$ cat src/rtl/trap_pkg.sv
// Shared types and trap code constants for the NOOP trap detector and its monitor.
package trap_pkg;

    typedef enum logic {
        RUN     = 1'b0,
        TRAPPED = 1'b1
    } trap_state_e;

    localparam logic [31:0] GOOD_TRAP  = 32'h0000_0000;
    localparam logic [31:0] BAD_TRAP   = 32'h0000_0001;
    localparam logic [31:0] STALL_TRAP = 32'h0000_0003;
    // Value the monitor shows while no trap has been latched.
    localparam logic [31:0] NO_TRAP    = 32'hFFFF_FFFF;

endpackage

$ cat src/rtl/commit_trap_select.sv
// Combinational slot filter: finds the first trapping commit slot and the slots that count.
module commit_trap_select #(
    parameter int COMMIT_WIDTH = 2,
    parameter int IDX_W        = (COMMIT_WIDTH > 1) ? $clog2(COMMIT_WIDTH) : 1,
    parameter int CNT_W        = $clog2(COMMIT_WIDTH + 1)
) (
    input  logic [COMMIT_WIDTH-1:0] valid_i,
    input  logic [COMMIT_WIDTH-1:0] trap_i,
    output logic [COMMIT_WIDTH-1:0] eff_mask_o,
    output logic [CNT_W-1:0]        popcnt_o,
    output logic                    trap_found_o,
    output logic [IDX_W-1:0]        trap_idx_o,
    output logic [IDX_W-1:0]        last_idx_o
);

    logic blocked;

    // Walk oldest to youngest; everything after the first valid trap is dropped.
    always_comb begin
        blocked      = 1'b0;
        eff_mask_o   = '0;
        popcnt_o     = '0;
        trap_found_o = 1'b0;
        trap_idx_o   = '0;
        last_idx_o   = '0;
        for (int i = 0; i < COMMIT_WIDTH; i++) begin
            if (valid_i[i] && !blocked) begin
                eff_mask_o[i] = 1'b1;
                popcnt_o      = popcnt_o + CNT_W'(1);
                last_idx_o    = IDX_W'(i);
                if (trap_i[i]) begin
                    trap_found_o = 1'b1;
                    trap_idx_o   = IDX_W'(i);
                    blocked      = 1'b1;
                end
            end
        end
    end

endmodule

$ cat src/rtl/noop_trap_detector.sv
// Commit-stage watcher: counts cycles/instructions and latches the first NOOP or stall trap.
module noop_trap_detector
    import trap_pkg::*;
#(
    parameter int          COMMIT_WIDTH = 2,
    parameter int          STALL_LIMIT  = 5000,
    parameter logic [31:0] STALL_CODE   = STALL_TRAP
) (
    input  logic                       clk,
    input  logic                       reset_n,
    input  logic [COMMIT_WIDTH-1:0]    commit_valid,
    input  logic [COMMIT_WIDTH-1:0]    commit_is_trap,
    input  logic [64*COMMIT_WIDTH-1:0] commit_pc,
    input  logic [32*COMMIT_WIDTH-1:0] commit_a0,
    output logic                       isNoopTrap,
    output logic [31:0]                trapCode,
    output logic [63:0]                trapPC,
    output logic [31:0]                cycleCnt,
    output logic [31:0]                instrCnt
);

    localparam int IDX_W = (COMMIT_WIDTH > 1) ? $clog2(COMMIT_WIDTH) : 1;
    localparam int CNT_W = $clog2(COMMIT_WIDTH + 1);
    localparam int SW    = $clog2(STALL_LIMIT + 1);
    localparam logic [SW-1:0] STALL_MAX  = SW'(STALL_LIMIT);
    localparam logic [SW-1:0] STALL_TRIG = SW'(STALL_LIMIT - 1);

    trap_state_e state_q, state_d;

    logic [COMMIT_WIDTH-1:0] eff_mask;
    logic [CNT_W-1:0]        popcnt;
    logic                    trap_found;
    logic [IDX_W-1:0]        trap_idx;
    logic [IDX_W-1:0]        last_idx;
    logic                    any_valid;
    logic                    stall_hit;

    logic        trap_q,  trap_d;
    logic [31:0] code_q,  code_d;
    logic [63:0] pc_q,    pc_d;
    logic [31:0] cycle_q, cycle_d;
    logic [31:0] instr_q, instr_d;
    logic [63:0] last_pc_q, last_pc_d;
    logic [SW-1:0] stall_q, stall_d;

    commit_trap_select #(
        .COMMIT_WIDTH(COMMIT_WIDTH),
        .IDX_W       (IDX_W),
        .CNT_W       (CNT_W)
    ) u_select (
        .valid_i     (commit_valid),
        .trap_i      (commit_is_trap),
        .eff_mask_o  (eff_mask),
        .popcnt_o    (popcnt),
        .trap_found_o(trap_found),
        .trap_idx_o  (trap_idx),
        .last_idx_o  (last_idx)
    );

    // The oldest valid slot is always effective, so this equals "any slot valid".
    assign any_valid = |eff_mask;
    assign stall_hit = !any_valid && (stall_q == STALL_TRIG);

    always_ff @(posedge clk or negedge reset_n) begin
        if (!reset_n) begin
            state_q   <= RUN;
            trap_q    <= 1'b0;
            code_q    <= '0;
            pc_q      <= '0;
            cycle_q   <= '0;
            instr_q   <= '0;
            last_pc_q <= '0;
            stall_q   <= '0;
        end else begin
            state_q   <= state_d;
            trap_q    <= trap_d;
            code_q    <= code_d;
            pc_q      <= pc_d;
            cycle_q   <= cycle_d;
            instr_q   <= instr_d;
            last_pc_q <= last_pc_d;
            stall_q   <= stall_d;
        end
    end

    always_comb begin
        state_d = state_q;
        if (state_q == RUN && (trap_found || stall_hit)) begin
            state_d = TRAPPED;
        end
    end

    // In TRAPPED every register simply holds its value.
    always_comb begin
        trap_d    = trap_q;
        code_d    = code_q;
        pc_d      = pc_q;
        cycle_d   = cycle_q;
        instr_d   = instr_q;
        last_pc_d = last_pc_q;
        stall_d   = stall_q;
        if (state_q == RUN) begin
            cycle_d = cycle_q + 32'd1;
            instr_d = instr_q + {{(32 - CNT_W){1'b0}}, popcnt};
            if (any_valid) begin
                last_pc_d = commit_pc[64*int'(last_idx) +: 64];
                stall_d   = '0;
            end else if (stall_q != STALL_MAX) begin
                stall_d   = stall_q + SW'(1);
            end
            if (trap_found) begin
                trap_d = 1'b1;
                code_d = commit_a0[32*int'(trap_idx) +: 32];
                pc_d   = commit_pc[64*int'(trap_idx) +: 64];
            end else if (stall_hit) begin
                trap_d = 1'b1;
                code_d = STALL_CODE;
                pc_d   = last_pc_q;
            end
        end
    end

    assign isNoopTrap = trap_q;
    assign trapCode   = code_q;
    assign trapPC     = pc_q;
    assign cycleCnt   = cycle_q;
    assign instrCnt   = instr_q;

endmodule
$ cat config.mk
export PLATFORM = sky130hd
export DESIGN_NAME = noop_trap_detector
export DESIGN_NICKNAME = d
export VERILOG_FILES = /design/src/rtl/trap_pkg.sv /design/src/rtl/commit_trap_select.sv /design/src/rtl/noop_trap_detector.sv
export SDC_FILE = /design/constraint.sdc
export NUM_CORES = 1
export LEC_CHECK = 0
export ABC_AREA = 1
export CAP_MARGIN = 20
export CORE_AREA = 2 2 159 161
export DETAILED_ROUTE_END_ITERATION = 7
export DIE_AREA = 0 0 161 163
export GPL_ROUTABILITY_DRIVEN = 0
export PLACE_DENSITY = 0.85
export SKIP_CTS_REPAIR_TIMING = 1
export SLEW_MARGIN = 20
export SYNTH_ARGS = -nofsm -noshare
export SYNTH_HDL_FRONTEND = slang
export SYNTH_SLANG_ARGS = --single-unit
$ cat constraint.sdc
create_clock -name clk -period 4.01 [get_ports clk]
set_input_delay 1.0025 -clock clk [delete_from_list [all_inputs] [get_ports clk]]
set_output_delay 1.0025 -clock clk [all_outputs]
set_load 0.03 [all_outputs]
* Yosys cells after proc, flatten, opt, wreduce, memory -nomap -nowiden
Index checks and enable logic that the tools add are counted. Widths: inputs -> output; s select.
Storage, ports and cells: latch bits 0, bits in writable memories 0, memories 0, bits in registers 239, bits of input ports 198, logic and storage cells 48, ROM bits 0, output and inout bits 161
Operators by class: reduce and logical (&&, ||, !) cells 12, shift operators 3, eq/ne operators 2, mux-type cells 18, multipliers 0, bitwise operators 1, $lt $le $gt $ge 0, div/mod/pow operators 0, $add $sub $neg 4
Operators with widths (count):
- $shiftx 128x8->64 | 2
- $mux 64 | 2
- $mux 32 | 2
- $shiftx 64x7->32 | 1
- $add 32x1->32 const B | 1
- $add 32x2->32 | 1
- $mux 13 | 2
- $add 13x1->13 const B | 1
- $eq 13x13->1 const B | 1
- $ne 13x13->1 const B | 1
- $mux 1 | 11
- $reduce_and 2->1 | 3
- $reduce_bool 2->1 | 2
- $logic_and 1x1->1 | 3
- $add 1x1->2 const B | 1
- $logic_not 1->1 | 2
- $mux 2 | 1
- $reduce_or 2->1 | 1
- $logic_or 1x1->1 | 1
- $not 1->1 | 1

* Depth between registers and ports, before layout
depth in word-level cells 10, gate-level depth with buffers 15, mapped depth without buffers 14

* Hierarchy
From an unflattened synthesis, not the netlist that was laid out.
Second synthesis, totals: cell total of the unflattened synthesis 1843, area total of the unflattened synthesis 13108.8 sq um
Modules (own cells, without submodules):
- noop_trap_detector | area each 13036.3 sq um, sequential area each 5955.7 sq um, cells an instance 1827, instances 1
- commit_trap_select | area each 72.6 sq um, sequential area each 0.0 sq um, cells an instance 16, instances 1

* Worst setup path after synthesis
Ideal clock, no wire load.
kind input -> register, start input commit_valid[0], end register instr_q[14], in the netlist instrCnt[14], cell stages on the path 13, setup slack 0.988 ns, arrival time 2.943 ns, setup time 0.079 ns, path through nand2_2 -> nand2_1 -> inv_2 -> clkbuf_1 -> ha_1 -> ha_1 -> fa_1 -> inv_1 -> nor2_1 -> nand3_1 -> nor2_1 -> nand3_1 -> xor2_1
On the way: longest elaborated chain between the ends 5, elaborated cells on any way between the ends 7, classes of those cells add/sub (2); mux (3); reduce/logical (2)
RTL lines:
- start: declaration | line noop_trap_detector.sv:11 | input logic [COMMIT_WIDTH-1:0] commit_valid,
- $mux 1 | line commit_trap_select.sv:27 | if (valid_i[i] && !blocked) begin
- $logic_not 1->1 | line commit_trap_select.sv:27
- $logic_and 1x1->1 | line commit_trap_select.sv:27
- $mux 2 * | line commit_trap_select.sv:27
- $add 32x2->32 * | line noop_trap_detector.sv:104 | instr_d = instr_q + {{(32 - CNT_W){1'b0}}, popcnt};
- end signal: assignment | line noop_trap_detector.sv:80 | instr_q <= instr_d;
- end: declaration | line noop_trap_detector.sv:42 | logic [31:0] instr_q, instr_d;
Mark *: on every way between the ends. The rest lies on a longest branch, timed or not. A chain may end at the register's enable or synchronous reset.

* Worst setup path in the final report
start input commit_is_trap[0], end register instr_q[20], in the netlist instrCnt[20]
On the way: longest elaborated chain between the ends 6
RTL lines:
- start: declaration | line noop_trap_detector.sv:12 | input logic [COMMIT_WIDTH-1:0] commit_is_trap,
- $mux 1 | line commit_trap_select.sv:31 | if (trap_i[i]) begin
- $mux 1 | line commit_trap_select.sv:27
- $logic_not 1->1 | line commit_trap_select.sv:27
- $logic_and 1x1->1 | line commit_trap_select.sv:27
- $mux 2 | line commit_trap_select.sv:27
- $add 32x2->32 | line noop_trap_detector.sv:104
No other way between the ends.

==> flow_summary.ini <==
[setup_path]
startpoint_type = primary input
critical_path_class = in2reg
critPathMaxFanout = 4
worstSetupEndpointType = flip-flop
arrival_ns = 3.57
required_ns = 4.43

[floorplan]
initial_core_util = 0.508
die_w_um = 161
ios = 359
rows = 58
die-area_mm2 = 0.0262
die_y_um = 163
core_area_mm2 = 0.0247

[cts]
clockRootBuffer = clkbuf_16
clkTransAtPathRegs_ns = 0.06
cts_buffers = 27
htree_levels = 1
cts.sinks = 238
clk_latency_ns = 0.53
cts_tree = built
clock_path_buffers = 3

[route]
drtIter0Drc = 1225
route.antenna.remaining_nets = 0
finalWirelength_um = 39900
routed_via_density = 5.47
wl_per_cell_um = 16.8
num_vias = 13000
drcViolationCount = 0
first_pass_iters = 6

[synth]
ys_top_cells_by_area = dfrtp_1 48%, nand2_1 17%, nor2_1 9.5%, nand3_1 6.8%, a31oi_1 3.2%
ys_types = 27
ys_ff_latch = 238
synth_top_area_share = 0.475
synth_xor_area_frac = 0.0343
synthMuxAreaShare = 0
synthSimpleGateAreaFrac = 0.371
synth_compound_area_frac = 0.0511
yosysSeqAreaShare = 0.475
yosys_warnings = 0
synthesis.area_mm2 = 0.0125
yosysTopAreaCell = dfrtp_1
syn-instance-count = 1707
synth_top_family_by_area = simple AND/OR/NAND/NOR gates
synth_nets = 1912
syn_avg_cell_area_um2 = 7.34
synthAdderAreaFrac = 0.00759

[sta]
fin_worst_skew_ns = 0.0167
worst_pin_slew_ns = 0.954
rsz0062_at_grt = no
setup_violations = 0
period_share = 0.786
slew_headroom = 0.364
final.min_clock_period_ns = 3.15
tns_ns = 0
max_freq_mhz = 317
final_max_slew_viol_count = 0
finalHoldViolations = 0

[grt]
grt_pass1_vias = 12800
grt_overflow = 0
grt_pass1_wl_um = 63200
grt_max_degree = 90
antenna_found_initial = 2
grt_use_total = 0.294

[layout]
syn_to_final_growth_pct = 37.3
final_nets = 2225
final_cell_mix = 575 x nand2_1, 357 x clkdlybuf4s50_1, 317 x nor2_1
stdcell_count = 2374
drive_gt1_frac = 0.0412
final_core_util = 0.697
final_common_cell = nand2_1

[outcome]
status = completed

[worst_hold_path]
hold_class = in2async

[power_and_ir_drop]
p_comb_frac = 0.115
power_uw = 5690
pwr-share-clk = 0.446
cellPowerDensity_mw_per_mm2 = 331
p_int_uw = 4280
netSwitchingPower_uw = 1410
pwr-share-seq = 0.439
swShare = 0.247
ir_drop_mv = 0.230
p_leak_uw = 0.00811

[run]
maxCapViolations = 0

[placement]
io_buffers = 358
hpwl_um = 26500
place_inst = 2321
[logic make-up (layout without fill, tap and decap cells)]
group,count (synthesis),count (layout)
flops,238,238
xor+xnor,49,49
simple gates,1141,1141
compound gates,104,104
buf+inv,168,502
other cells,0,3
fa+ha+maj,7,7
[worst max-delay path, stage by stage]
cell	delay (ns)
clkdlybuf4s50_1	0.57
nand2_2	0.11
nand2_2	0.09
inv_2	0.04
ha_1	0.26
ha_1	0.18
fa_1	0.25
inv_1	0.06
nor2_1	0.21
nand3_1	0.20
nor2_1	0.29
nand3_1	0.15
xor2_1	0.16
[power groups by stage]
stage / clock, uW / sequential (uW) / combinational, uW
after floorplan: 0 / 2540 / 301
after global placement: 0 / 2540 / 627
after detailed placement: 0 / 2540 / 645
after CTS: 2570 / 2500 / 650
after global routing: 2680 / 2510 / 714
final: 2540 / 2500 / 652
[layout make-up]
| type | instances | area [um^2] |
|---|---|---|
| clock inverters | 15 | 173 |
| repair buffers | 379 | 3800 |
| well taps | 330 | 413 |
| inverters | 73 | 277 |
| fillers | 1923 | 7480 |
| multi-input cells | 1301 | 5830 |
| flip-flops and latches | 238 | 5960 |
| clock buffers | 35 | 746 |
| diodes | 3 | 7.51 |
[stage by stage]
step	hold slack [ns]	setup slack, ns	cell area, um^2
global route	0.485	0.674	17200
detailed placement	0.457	0.360	16300
global placement	0.453	0.462	16300
floorplan	0.496	0.988	12500
CTS	0.472	0.881	17200
finish	0.467	0.857	17200
[cell usage after synthesis (all sizes together)]
cell type and n:
ha 6, nor3 47, dfrtp 238, nand2 581, a31oi 64, clkbuf 37, xnor2 23, o21ai 11
o21bai 4, o22ai 24, nand4 19, a21oi 1, xor2 26, nand3 170, nor2 319, and2 1
inv 73, buf 58, nand3b 4, fa 1
[path summary, 6_finish.rpt]
kind / startpoint / end / slack, ns / depth (start not counted)
min in group clk: trapCode[12] / trapCode[12] / 0.47 / 2
worst max-delay path: commit_is_trap[0] / instrCnt[20] / 0.86 / 13
worst max register to register: stall_q[0] / trapPC[25] / 1.79 / 8
max in group asynchronous: reset_n / instrCnt[13] / 2.67 / 2
worst min-delay path: reset_n / trapPC[20] / 0.47 / 1
worst min register to register: trapCode[12] / trapCode[12] / 0.47 / 2
[state kept, by name, indices dropped and copies added, names as in the netlist]
| register | cells |
|---|---|
| last_pc_q | 64 |
| cycleCnt | 32 |
| state_q | 1 |
| trapCode | 32 |
| stall_q | 13 |
| trapPC | 64 |
| instrCnt | 32 |
[layer usage]
metal	up-vias	GRT usage	share of wire
li1	6107	-	-
met5	-	0	0
met4	0	0.143	0.044
met1	6127	0.366	0.39
met3	128	0.0583	0.080
met2	628	0.492	0.48
No activity file was read; power rests on OpenSTA's default activity.
